<file path="src/rtl/branch_pc_unit.sv">
// Fetch-PC owner and EX-stage branch resolver with an HLT drain sequencer.
// Optional BRANCH_STATS_EN adds saturating taken/not-taken branch counters.
module branch_pc_unit #(
  parameter logic [15:0] RESET_PC     = 16'h0000,
  parameter int unsigned DRAIN_CYCLES = 4
) (
  input  logic        clk_i,
  input  logic        rst_i,
  input  logic        stall_i,
  input  logic        hlt_fetched_i,
  input  logic        br_valid_i,
  input  logic [3:0]  br_opcode_i,
  input  logic [2:0]  br_cond_i,
  input  logic [8:0]  br_imm_i,
  input  logic [15:0] br_reg_i,
  input  logic [15:0] br_pc_i,
  input  logic [2:0]  flags_i,
  output logic [15:0] pc_o,
  output logic        taken_o,
  output logic        flush_o,
  output logic        halted_o
`ifdef BRANCH_STATS_EN
  ,
  output logic [15:0] taken_cnt_o,
  output logic [15:0] nottaken_cnt_o
`endif
);

  localparam logic [3:0] OP_B       = 4'hC;
  localparam logic [3:0] OP_BR      = 4'hD;
  localparam logic [3:0] DRAIN_INIT = 4'(DRAIN_CYCLES - 1);

  typedef enum logic [1:0] {
    RUN    = 2'd0,
    DRAIN  = 2'd1,
    HALTED = 2'd2
  } state_e;

  state_e      state_q, state_d;
  logic [3:0]  cnt_q, cnt_d;
  logic [15:0] pc_q, pc_d;
  logic        halted_q, halted_d;

  logic        z, v, n;
  logic        cond_true;
  logic        is_br;
  logic        taken;
  logic [15:0] b_off;
  logic [15:0] target;

  assign z = flags_i[2];
  assign v = flags_i[1];
  assign n = flags_i[0];

  always_comb begin
    cond_true = 1'b0;
    case (br_cond_i)
      3'b000:  cond_true = !z;
      3'b001:  cond_true = z;
      3'b010:  cond_true = !z && !n;
      3'b011:  cond_true = n;
      3'b100:  cond_true = z || (!z && !n);
      3'b101:  cond_true = n || z;
      3'b110:  cond_true = v;
      default: cond_true = 1'b1;
    endcase
  end

  assign is_br  = br_valid_i && ((br_opcode_i == OP_B) || (br_opcode_i == OP_BR));
  assign taken  = is_br && cond_true;
  // Word offset: sign-extend the 9-bit immediate and scale to bytes.
  assign b_off  = {{6{br_imm_i[8]}}, br_imm_i, 1'b0};
  assign target = (br_opcode_i == OP_BR) ? br_reg_i : (br_pc_i + 16'd2 + b_off);

  always_comb begin
    state_d = state_q;
    cnt_d   = cnt_q;
    pc_d    = pc_q;
    case (state_q)
      RUN: begin
        if (taken) begin
          pc_d = target;
        end else if (!stall_i) begin
          if (hlt_fetched_i) begin
            state_d = DRAIN;
            cnt_d   = DRAIN_INIT;
          end else begin
            pc_d = pc_q + 16'd2;
          end
        end
      end
      DRAIN: begin
        // A taken branch here means the HLT was fetched on the wrong path.
        if (taken) begin
          state_d = RUN;
          pc_d    = target;
          cnt_d   = 4'd0;
        end else if (cnt_q == 4'd0) begin
          state_d = HALTED;
        end else begin
          cnt_d = cnt_q - 4'd1;
        end
      end
      HALTED: ;
      default: state_d = RUN;
    endcase
    halted_d = (state_d == HALTED);
  end

  always_ff @(posedge clk_i) begin
    if (rst_i) begin
      state_q  <= RUN;
      cnt_q    <= 4'd0;
      pc_q     <= RESET_PC;
      halted_q <= 1'b0;
    end else begin
      state_q  <= state_d;
      cnt_q    <= cnt_d;
      pc_q     <= pc_d;
      halted_q <= halted_d;
    end
  end

  assign pc_o     = pc_q;
  assign taken_o  = taken;
  assign flush_o  = taken;
  assign halted_o = halted_q;

`ifdef BRANCH_STATS_EN
  logic [15:0] tcnt_q, ntcnt_q;

  always_ff @(posedge clk_i) begin
    if (rst_i) begin
      tcnt_q  <= 16'd0;
      ntcnt_q <= 16'd0;
    end else if (state_q != HALTED && is_br) begin
      if (taken) begin
        if (tcnt_q != 16'hFFFF) tcnt_q <= tcnt_q + 16'd1;
      end else begin
        if (ntcnt_q != 16'hFFFF) ntcnt_q <= ntcnt_q + 16'd1;
      end
    end
  end

  assign taken_cnt_o    = tcnt_q;
  assign nottaken_cnt_o = ntcnt_q;
`endif

endmodule

</file>
<file path="config.mk">
export PLATFORM = sky130hd
export DESIGN_NAME = branch_pc_unit
export DESIGN_NICKNAME = d
export VERILOG_FILES = /design/src/rtl/branch_pc_unit.sv
export SDC_FILE = /design/constraint.sdc
export NUM_CORES = 1
export LEC_CHECK = 0
export BUFFER_PORTS_ARGS = -buffer_cell sky130_fd_sc_hd__buf_2
export CORE_ASPECT_RATIO = 0.5
export CORE_MARGIN = 2
export CORE_UTILIZATION = 44
export CTS_CLUSTER_DIAMETER = 100
export CTS_CLUSTER_SIZE = 10
export DETAILED_ROUTE_END_ITERATION = 7
export PLACE_DENSITY_LB_ADDON = 0.25
export SLEW_MARGIN = 20
export SYNTH_ARGS = -nofsm -noshare
export SYNTH_HDL_FRONTEND = slang
export SYNTH_SLANG_ARGS = --single-unit
</file>
<file path="constraint.sdc">
create_clock -name clk_i -period 2.4 [get_ports clk_i]
set_input_delay 0.12 -clock clk_i [delete_from_list [all_inputs] [get_ports clk_i]]
set_output_delay 0.12 -clock clk_i [all_outputs]
set_load 0.01 [all_outputs]
</file>
# Word-level counts from Yosys, hierarchy flattened
# Cells that the tools add are included.
[classes] addsub=4 n_eq_ne=18 mux=19 n_reduce_logical=14
[ops] op="2-to-1 mux 16 bit" count=5
[ops] op="adder 16 x 2 -> 16 bit (second input constant)" count=2
[ops] op="one-hot mux 16 bit (2 select lines)" count=1
[ops] op="2-to-1 mux 4 bit" count=5
[ops] op="adder 16 bit" count=1
[ops] op="2-to-1 mux 2 bit" count=5
[ops] op="== test 3 bit (second input constant)" count=3
[ops] op="inequality test 3 bit (second input constant)" count=3
[ops] op="== test 4 bit (second input constant)" count=2
[ops] op="inequality test 2 bit (second input constant)" count=4
[ops] op="one-hot mux 4 bit (2 select lines)" count=1
[ops] op="one-hot mux 1 bit (7 select lines)" count=1
[ops] op="== test 3 x 2 -> 1 bit (second input constant)" count=2
[ops] op="one-hot mux 2 bit (3 select lines)" count=1
[ops] op="AND reduction 5 bit" count=1
[ops] op="== test 2 bit (second input constant)" count=2
[ops] op="zero test 4 bit" count=1
[ops] op="AND reduction 4 bit" count=1
[ops] op="subtractor 4 x 1 -> 4 bit (second input constant)" count=1
[ops] op="== test 3 x 1 -> 1 bit (second input constant)" count=1
[ops] op="logical AND 1 bit" count=3
[ops] op="zero test 3 bit" count=1
[ops] op="logical OR 1 bit" count=3
[ops] op="== test 2 x 1 -> 1 bit (second input constant)" count=1
[ops] op="3 further kinds" count=4
[totals] regBits=23 inputBits=56 output_inout_bits=19 word_cells=59

# Depth between registers and ports, before layout
# Gate-level depths: netlist (run 1).
[depth] word_depth=8 ltp_mapped=11 ltp_nobuf=11

# Worst setup path before layout (run 1)
# Ideal clock, no wire load.
[synth_timing] kind="register to register" start="reg pc_q[1], in the netlist pc_o[1]" end="reg pc_q[15], in the netlist pc_o[15]" setup_ps=136 arrival_time_ps=2087 t_required_ps=2264 path_slack_ps=177 stages_incl_launch_ff=8 path_buffers=0 synth_period_minus_slack_ps=2223 cell_sequence="dfxtp_1 -> ha_1 -> nand3_2 -> or3_1 -> or4_1 -> mux2_4 -> a22oi_2 -> o32ai_1"
[synth_between] elab_chain_cells=5
[synth_rtl] element="start, declared" line_no="41" source="logic [15:0] pc_q, pc_d;"
[synth_rtl] element="start signal, assigned" line_no="119" source="pc_q <= pc_d;"
[synth_rtl] element="adder 16 x 2 -> 16 bit" line_no="88" source="pc_d = pc_q + 16'd2;"
[synth_rtl] element="2-to-1 mux 16 bit" line_no="84" source="if (hlt_fetched_i) begin"
[synth_rtl] element="2-to-1 mux 16 bit" line_no="83" source="end else if (!stall_i) begin"
[synth_rtl] element="2-to-1 mux 16 bit" line_no="81" source="if (taken) begin"
[synth_rtl] element="one-hot mux 16 bit (2 select lines)" line_no="79" source="case (state_q)"
# Every way passes these cells. The select of a mux whose other input is x is not followed.
# A chain may end at the register's enable or synchronous reset.

# Worst setup path after layout (run 1)
[layout_timing] start="reg pc_q[2], in the netlist pc_o[2]" end="reg pc_q[15], in the netlist pc_o[15]"
# The elaborated chain is that of the path after synthesis.

==> impl_results.md, run 1 <==
* Status: finished, final reports clean
* Initial antenna violation count at 0
* Area grow syn2layout at 22.6%
* Pint at 876 µW
* Crit path kind: reg -> reg
* Final setup violating endpoints at 0
* Ys flop type: dfxtp_1
* Largest net degree at the start of global routing at 25
* Worst Path Buf+Inv at 0
* Cell family contributing the most delay on the critical path: simple AND/OR/NAND/NOR gates
* Top cells by count, synth: nand2_1, a21oi_1, ha_1
* Gp weighted congestion at 0.848
* Syn Nets at 422
* Final hold viol count at 0
* Critical Path End Type: flip-flop
* Syn Inst Count at 335
* Critical path, cell by cell: ha_2 > nand3_2 > or3_1 > or4_1 > mux2_4 > a22oi_2 > o32ai_1
* CTS sink count at 23
* Synth top area share at 0.181
* Final non-filler cell total at 483
* Crit path DAT at 2360 ps
* Worst EP required at 2530 ps
* Routed wire length at 6830 µm
* H-tree Lvls at 1
* Pwr Density at 434 mW/mm²
* Gr usage total at 0.208
* CTS tree: built
* Number of synthesized register bits at 23
* Worst path depth at 7
* # nets final at 498
* Fraction of registers with async set/reset at 0
* Drt pass-1 iters at 5
* CP Launch Type: flip-flop
* Sw Share at 0.352
* Clock transition at path regs at 60 ps
* Die Wd at 112 µm
* Area contributors post-synth: dfxtp_1, ha_1, a21oi_1, nand2_1, nor2_1
* Worst hold path type: in -> reg
* Max_slew headroom at 0.647
* Hold Slack at 120 ps
* Synth Area per Inst at 7.60 µm²
* Row cnt at 19
* Largest family of logic cells by synthesized area: compound AO/OA/AOI/OAI gates
* Post-synth EDFFs at 0
* Initial core utilization at 0.460
* Antenna diodes at 0
* Reg2Reg Depth at 7
* DRT antenna net count at 0
* Final min period at 2230 ps
* Hold_sp: br_pc_i[0]
* R2r setup slk at 170 ps
* CTS Buf Count at 3
* First-pass GRT wire length at 11200 µm
* Xor and xnor area share after synthesis at 0.0310
* Full die area at 0.00645 mm²
* WL/cell at 14.1 µm
* Slowest CP cell: or4_1
* Vias in the first global route at 2486
* Sequential fraction of the synthesis area at 0.181
* Net switching power at 476 µW
* Fraction of layout cells with a size suffix above 1 at 0.280
* Reg2reg end: pc_o[15]
* Static leakage at 0.00143 µW
* Combinational Power Share at 0.409
* Fraction of the mapped netlist area in compound gates at 0.286
* Worst-margin pin slew at 529 ps
* Post-synth top area cell: dfxtp_1
* Area share of fa/ha/maj cells after synthesis at 0.155
* Crit path capture: pc_o[15]
* RSZ-0062 raised after global routing: false
* YS warnings at 0
* CTS root buf: clkbuf_16
* Clk_lat worst skew at 260 ps
* Post-synthesis cell area at 0.00255 mm²
* Max VDD drop at 0.328 mV
* Setup Skew at 1.86 ps
* Vias at 2764
* Max cap viols at 0
* Clk network pwr share at 0.276
* Post-Synth Simple-Gate Area at 0.273
* Placed cell count at 479
* Worst r2r src: pc_o[2]
* Multiplexer share of the synthesized area at 0.0138
* Most frequent cell after synthesis: nand2_1
* Worst setup slack after layout at 165 ps
* Gr ovfl total at 0
* Post-place setup slack at -13.8 ps
* Die height at 57.8 µm
* Postcts setup bufs at 0
* Crit Path Max Fanout at 5
* Ports at 75
* Slew Limit Fails at 0
* Setup_tns at 0 ps
* DRC at 0
* Max Clk Rate at 0.447 GHz
* Iter 0 DRT Violations at 156
* Port Buffers at 74
* Via density at 5.72
* Final period util at 0.931
* Slowest stage delay, CP at 510 ps
* Finished Core Util at 0.563
* Sequential Power Share at 0.314
* Core footprint at 0.00554 mm²
* DP HPWL at 5460 µm
* Max clock buf depth at 2
* Yosys cell types at 66
* Worst setup path startpoint: pc_o[2]
final cells by class:
type / instances / area (µm²)
sequential: 23 / 462
fill: 530 / 2420
tap: 73 / 91.3
multi-input combinational: 279 / 1930
inverter: 15 / 58.8
timing repair buffer: 89 / 495
clock buffer: 4 / 78.8
power by group through the flow:
stage	registers, µW	logic, µW	clock network, µW
global placement	431	532	0
floorplan	432	375	0
global route	427	623	387
finish	425	554	374
CTS	424	551	379
detailed placement	432	546	0
layer usage:
metal / up-vias / routed length (µm) / GRT usage
met5: - / 0 / 0
met4: 0 / 46 / 0.0370
met1: 1273 / 3210 / 0.285
met3: 5 / 369 / 0.0282
li1: 1407 / - / -
met2: 79 / 3200 / 0.363
what timing repair did:
action	CTS	global route
setup endpoints to repair	0	1
endpoints found under the hold margin	0	0
gates resized for setup	0	2
hold buffers	0	0
placed cells by master (no fill, tap or decap), types with 4 or more instances in the layout:
| cell | count |
|---|---|
| and3_1 | 6 |
| xnor2_1 | 5 |
| a211oi_1 | 5 |
| a21oi_1 | 33 |
| a31oi_1 | 5 |
| o21ai_0 | 12 |
| nor3_1 | 8 |
| o21ai_1 | 7 |
| dfxtp_1 | 22 |
| nand3_1 | 12 |
| a21o_1 | 6 |
| ha_1 | 29 |
| nor4_1 | 4 |
| nand2_1 | 37 |
| buf_2 | 74 |
| or3_1 | 4 |
| xor2_1 | 4 |
| nand4_1 | 7 |
| nor2_1 | 26 |
| o21a_1 | 4 |
| buf_4 | 14 |
| o211ai_1 | 7 |
| inv_1 | 14 |
flip-flops by register name (all words and copies together) (netlist names):
register / cells
state_q: 2
pc_o: 16
cnt_q: 4
halted_o: 1
worst min-delay path by stage:
stage | to | slack [ps] | cells past startpoint
3_5_place_dp | pc_o[0] | 400 | 3
4_1_cts | pc_o[0] | 120 | 3
3_3_place_gp | pc_o[0] | 390 | 3
6_report | pc_o[0] | 120 | 3
2_1_floorplan | cnt_q[3] | 240 | 1
5_1_grt | pc_o[0] | 150 | 3
cell families after synthesis:
family                   after synthesis
AO/OA/AOI/OAI                        106
flip-flops                            23
buffers and inverters                 33
multiplexers                           3
adder cells (fa/ha/maj)               31
XOR/XNOR                               9
AND/OR/NAND/NOR                      130
stage by stage:
stage / area [µm²] / power [µW]
after CTS: 3120 / 1350
after detailed placement: 3040 / 978
final: 3120 / 1350
after global placement: 3040 / 964
after floorplan: 2550 / 807
after global routing: 3120 / 1440
worst register-to-register path: stages, from the launching register on:
cell     delay (ps)
dfxtp_2         360
ha_2            210
nand3_2          90
or3_1           360
or4_1           510
mux2_4          320
a22oi_2         150
o32ai_1         100
(Power assumes the default switching activity.)
==> inputs of run 2 (changes only) <==
- SKIP_CTS_REPAIR_TIMING: unset -> 1
- clock period: 2.4 -> 2.41 ns (I/O delays scaled with it)
==> impl_results.md, run 2 (same netlist as run 1, synthesis figures left out) <==
* Slowest stage delay, CP at 510 ps (about the same)
* Total power at 1340 µW (-1.2%)
* Crit Path Max Fanout at 5 (unchanged)
* Crit path kind: reg -> reg
* Critical Path End Type: flip-flop
* Gr ovfl total at 0 (unchanged)
* CTS sink count at 23 (unchanged)
* Fraction of layout cells with a size suffix above 1 at 0.274 (-0.00665)
* Die Wd at 112 µm (unchanged)
* Area grow syn2layout at 22.1%
* Gr usage total at 0.213 (+0.00445)
* Final min period at 2270 ps (+37.7 ps)
* Largest register FFs at 16 (unchanged)
* Hold path depth at 3 (unchanged)
* Reg2reg end: pc_o[15]
* DRT antenna net count at 0 (unchanged)
* Status: finished, final reports clean
* Port Buffers at 74 (unchanged)
* Vias in the first global route at 2524 (+1.5%)
* Core footprint at 0.00554 mm² (unchanged)
* Die height at 57.8 µm (unchanged)
* Critical path, cell by cell: ha_1 > nand3_2 > or3_1 > or4_1 > mux2_4 > a22oi_2 > o32ai_1
* Setup Skew at 2.58 ps (+0.719 ps)
* Iter 0 DRT Violations at 124 (-21%)
* Crit path DAT at 2390 ps (+30 ps)
* Max Clk Rate at 0.440 GHz (-1.7%)
* Ports at 75 (unchanged)
* Reg2Reg Depth at 7 (unchanged)
* Max_slew headroom at 0.655 (+0.00874)
* Full die area at 0.00645 mm² (unchanged)
* DRC at 0 (unchanged)
* First-pass GRT wire length at 11400 µm (+1.9%)
* Pwr Density at 430 mW/mm² (-0.83%)
* CTS root buf: clkbuf_16
* Most frequent cells in the layout: buf_2, nand2_1, a21oi_1, ha_1, nor2_1
* DP HPWL at 5540 µm (+1.4%)
* Clk_lat worst skew at 260 ps (about the same)
* Antenna diodes at 0 (unchanged)
* Gp weighted congestion at 0.837 (-1.3%)
* Initial core utilization at 0.460 (unchanged)
* Initial antenna violation count at 0 (unchanged)
* CTS Buf Count at 3 (unchanged)
* Area of placed instances at 0.00303 mm² (-0.25%)
* Fin area at 0.00311 mm² (-0.36%)
* Routed wire length at 6870 µm (+0.66%)
* CP Launch Type: flip-flop
* Hold_sp: br_pc_i[0]
* Drt pass-1 iters at 5 (unchanged)
* Final period util at 0.943 (+0.0118)
* Worst r2r src: pc_o[2]
* CTS tree: built
* Slew Limit Fails at 0 (unchanged)
* Row cnt at 19 (unchanged)
* # nets final at 497 (-0.20%)
* R2r setup slk at 140 ps (-30 ps)
* Most common cell after layout, fill and taps aside: buf_2
* Finished Core Util at 0.561 (-0.00203)
* Worst Path Buf+Inv at 0 (unchanged)
* Max VDD drop at 0.286 mV (-13%)
* Slowest CP cell: or4_1
* Worst EP required at 2530 ps (about the same)
* Vias at 2780 (+0.58%)
* Clock transition at path regs at 60 ps (about the same)
* Final setup violating endpoints at 0 (unchanged)
* Final hold viol count at 0 (unchanged)
* Largest net degree at the start of global routing at 25 (unchanged)
* Hold Crit Endpoint: pc_o[0]
* H-tree Lvls at 1 (unchanged)
* WL/cell at 14.3 µm (+0.87%)
* Via density at 5.77 (+0.79%)
* RSZ-0062 raised after global routing: false
* Worst-margin pin slew at 517 ps (-12.4 ps)
* Worst hold path type: in -> reg
* Max cap viols at 0 (unchanged)
* Max clock buf depth at 2 (unchanged)
* Static leakage at 0.00143 µW (-0.17%)
* Cell family contributing the most delay on the critical path: simple AND/OR/NAND/NOR gates
-- run 2: area by class of cell --
type                            instances  area (µm²)
Inverter                               15        58.8
Tap cell                               73        91.3
Clock buffer                            4        78.8
Sequential cell                        23         460
Multi-Input combinational cell        279        1930
Fill cell                             539        2430
Timing Repair Buffer                   88         488
-- run 2: how the worst max path moves through the flow --
stage / start / endpoint / depth (start not counted)
2_1_floorplan: pc_o[1] / pc_o[15] / 7
3_3_place_gp: br_imm_i[1] / pc_o[12] / 11
5_1_grt: pc_o[2] / pc_o[15] / 7
3_5_place_dp: br_imm_i[1] / pc_o[12] / 11
6_report: pc_o[2] / pc_o[15] / 7
4_1_cts: pc_o[2] / pc_o[15] / 7
-- run 2: routing by layer --
layer / routed length (µm) / global-route usage / vias up
li1: - / - / 1410
met1: 3240 / 0.288 / 1294
met2: 3210 / 0.372 / 72
met3: 396 / 0.0335 / 4
met4: 32 / 0.0353 / 0
met5: 0 / 0 / -
-- run 2: per-stage QoR --
| stage | cells | setup TNS, ps | hold WS (ps) | setup WS (ps) |
|---|---|---|---|---|
| final | 482 | 0 | 125 | 138 |
| after global placement | 478 | 0 | 388 | 34.8 |
| after floorplan | 335 | 0 | 238 | 187 |
| after CTS | 482 | 0 | 125 | 136 |
| after detailed placement | 478 | -7.66 | 399 | -4.88 |
| after global routing | 482 | 0 | 146 | 43.9 |
-- run 2: tightest hold or removal path, cell delays in order --
cell and delay (ps):
buf_2 90, nand2_1 40, a311oi_1 80
-- run 2: where the power goes --
| part | switching [µW] | internal [µW] |
|---|---|---|
| clock | 140 | 226 |
| combinational | 307 | 242 |
| sequential | 21.0 | 401 |
| total | 467 | 869 |
==> inputs of run 3 (changes only) <==
- clock period: 2.41 -> 2.6 ns (I/O delays scaled with it)
==> impl_results.md, run 3 (same netlist as run 1, synthesis figures left out) <==
* Status: finished, final reports clean
* CTS sink count at 23 (unchanged)
* Vias at 2788 (+0.29%)
* Slew Limit Fails at 0 (unchanged)
* Sw Share at 0.360 (+0.0102)
* Initial core utilization at 0.460 (unchanged)
* Ports at 75 (unchanged)
* Largest net degree at the start of global routing at 25 (unchanged)
* Most common cell after layout, fill and taps aside: buf_2
* Max Used Layer: met4
* Fraction of layout cells with a size suffix above 1 at 0.258 (-0.0157)
* Pint at 786 µW (-9.6%)
* Gp weighted congestion at 0.825 (-1.5%)
* DRC at 0 (unchanged)
* Vias in the first global route at 2527 (+0.12%)
* Initial antenna violation count at 0 (unchanged)
* Die Wd at 112 µm (unchanged)
* Most frequent cells in the layout: buf_2, nand2_1, a21oi_1, ha_1, nor2_1
* First-pass GRT wire length at 11600 µm (+1.6%)
* CP Launch Type: flip-flop
* CTS Buf Count at 3 (unchanged)
* Max_slew headroom at 0.541 (-0.115)
* Row cnt at 19 (unchanged)
* Final period util at 0.932 (-0.0109)
* Worst setup slack after layout at 177 ps (+39.2 ps)
* Core footprint at 0.00554 mm² (unchanged)
* Critical path, cell by cell: ha_1 > nand3_2 > or3_1 > or4_1 > mux2_4 > a22oi_2 > o32ai_1
* Largest register FFs at 16 (unchanged)
* Crit path DAT at 2550 ps (+160 ps)
* Routed wire length at 7070 µm (+2.9%)
* DP HPWL at 5480 µm (-0.97%)
* Metal-1 WL at 3300 µm (+2.1%)
* Max cap viols at 0 (unchanged)
* # nets final at 487 (-2.0%)
* Area grow syn2layout at 18.7%
* H-tree Lvls at 1 (unchanged)
* CTS root buf: clkbuf_16
* Final non-filler cell total at 472 (-2.1%)
* Max VDD drop at 0.293 mV (+2.4%)
* DRT antenna net count at 0 (unchanged)
* Slowest stage delay, CP at 520 ps (about the same)
* Placed cell count at 468 (-2.1%)
* Setup Skew at 2.30 ps (-0.283 ps)
* Met3 wire len at 445 µm (+12%)
* Slowest CP cell: or4_1
* Iter 0 DRT Violations at 211 (+70%)
* Crit Path Max Fanout at 6 (+1)
* Via density at 5.91 (+2.4%)
* Final hold viol count at 0 (unchanged)
* Net switching power at 442 µW (-5.5%)
* Port Buffers at 74 (unchanged)
* Clk_lat worst skew at 260 ps (about the same)
* Crit path kind: reg -> reg
* Sequential Power Share at 0.322 (+0.006)
* Worst hold path type: in -> reg
* Gr usage total at 0.216 (+0.00342)
* Pwr Density at 406 mW/mm² (-5.5%)
* Worst-margin pin slew at 684 ps (+167 ps)
* Max clock buf depth at 2 (unchanged)
* Die height at 57.8 µm (unchanged)
* Drt pass-1 iters at 5 (unchanged)
* Critical Path End Type: flip-flop
* Gr ovfl total at 0 (unchanged)
* Setup_tns at 0 ps (unchanged)
* Full die area at 0.00645 mm² (unchanged)
* CTS tree: built
* Clock transition at path regs at 60 ps (about the same)
* Antenna diodes at 0 (unchanged)
* Final min period at 2420 ps (+151 ps)
* Worst EP required at 2720 ps (+190 ps)
* Static leakage at 0.00138 µW (-3.4%)
* Final setup violating endpoints at 0 (unchanged)
* Post-place setup slack at 74.2 ps (+79.0 ps)
* Clk network pwr share at 0.281 (+0.007)
* Combinational Power Share at 0.397 (-0.013)
* Max Clk Rate at 0.413 GHz (-6.2%)
* RSZ-0062 raised after global routing: false
* Met2 Wirelength at 3260 µm (+1.5%)
* WL/cell at 15.0 µm (+5.1%)
## run 3: path summary, 6_finish.rpt
check	start	to	slack, ps	depth (start not counted)
min reg2reg	cnt_q[0]	cnt_q[0]	500	1
max reg2reg	pc_o[1]	pc_o[15]	180	7
min	br_pc_i[0]	pc_o[0]	140	3
max	pc_o[1]	pc_o[15]	180	7
## run 3: worst max-delay path, delay by kind of cell (launching register included)
family                     cells  cell delay (ps)
AOI/OAI and AO/OA              2              280
adders and majority gates      1              230
DFF                            1              410
muxes                          1              320
and+or+nand+nor                3             1040
## run 3: through the flow
| stage | instance area (µm²) | hold slack [ps] | utilization | power (µW) |
|---|---|---|---|---|
| 5_1_grt | 3020 | 165 | 0.546 | 1310 |
| 6_report | 3020 | 136 | 0.546 | 1230 |
| 3_5_place_dp | 2940 | 413 | 0.531 | 880 |
| 4_1_cts | 3020 | 139 | 0.546 | 1220 |
| 2_1_floorplan | 2550 | 248 | - | 745 |
| 3_3_place_gp | 2940 | 398 | 0.531 | 866 |
## run 3: area by class of cell
type	count	area, µm²
Clock buffer	3	75.1
Clock inverter	1	5.00
Fill cell	528	2520
Inverter	15	58.8
Multi-Input combinational cell	279	1930
Sequential cell	23	460
Tap cell	73	91.3
Timing Repair Buffer	78	400
## run 3: per-layer routing
layer  vias to the layer above  GRT usage
met5                         -          0
met4                         0     0.0459
met3                         8     0.0366
met2                       103      0.367
met1                      1290      0.296
li1                       1387          -
## run 3: power groups by stage
stage | combinational [µW] | sequential [µW] | clock [µW]
2_1_floorplan | 346 | 399 | 0
3_3_place_gp | 464 | 402 | 0
3_5_place_dp | 477 | 403 | 0
4_1_cts | 482 | 395 | 347
5_1_grt | 545 | 399 | 363
6_report | 487 | 396 | 345
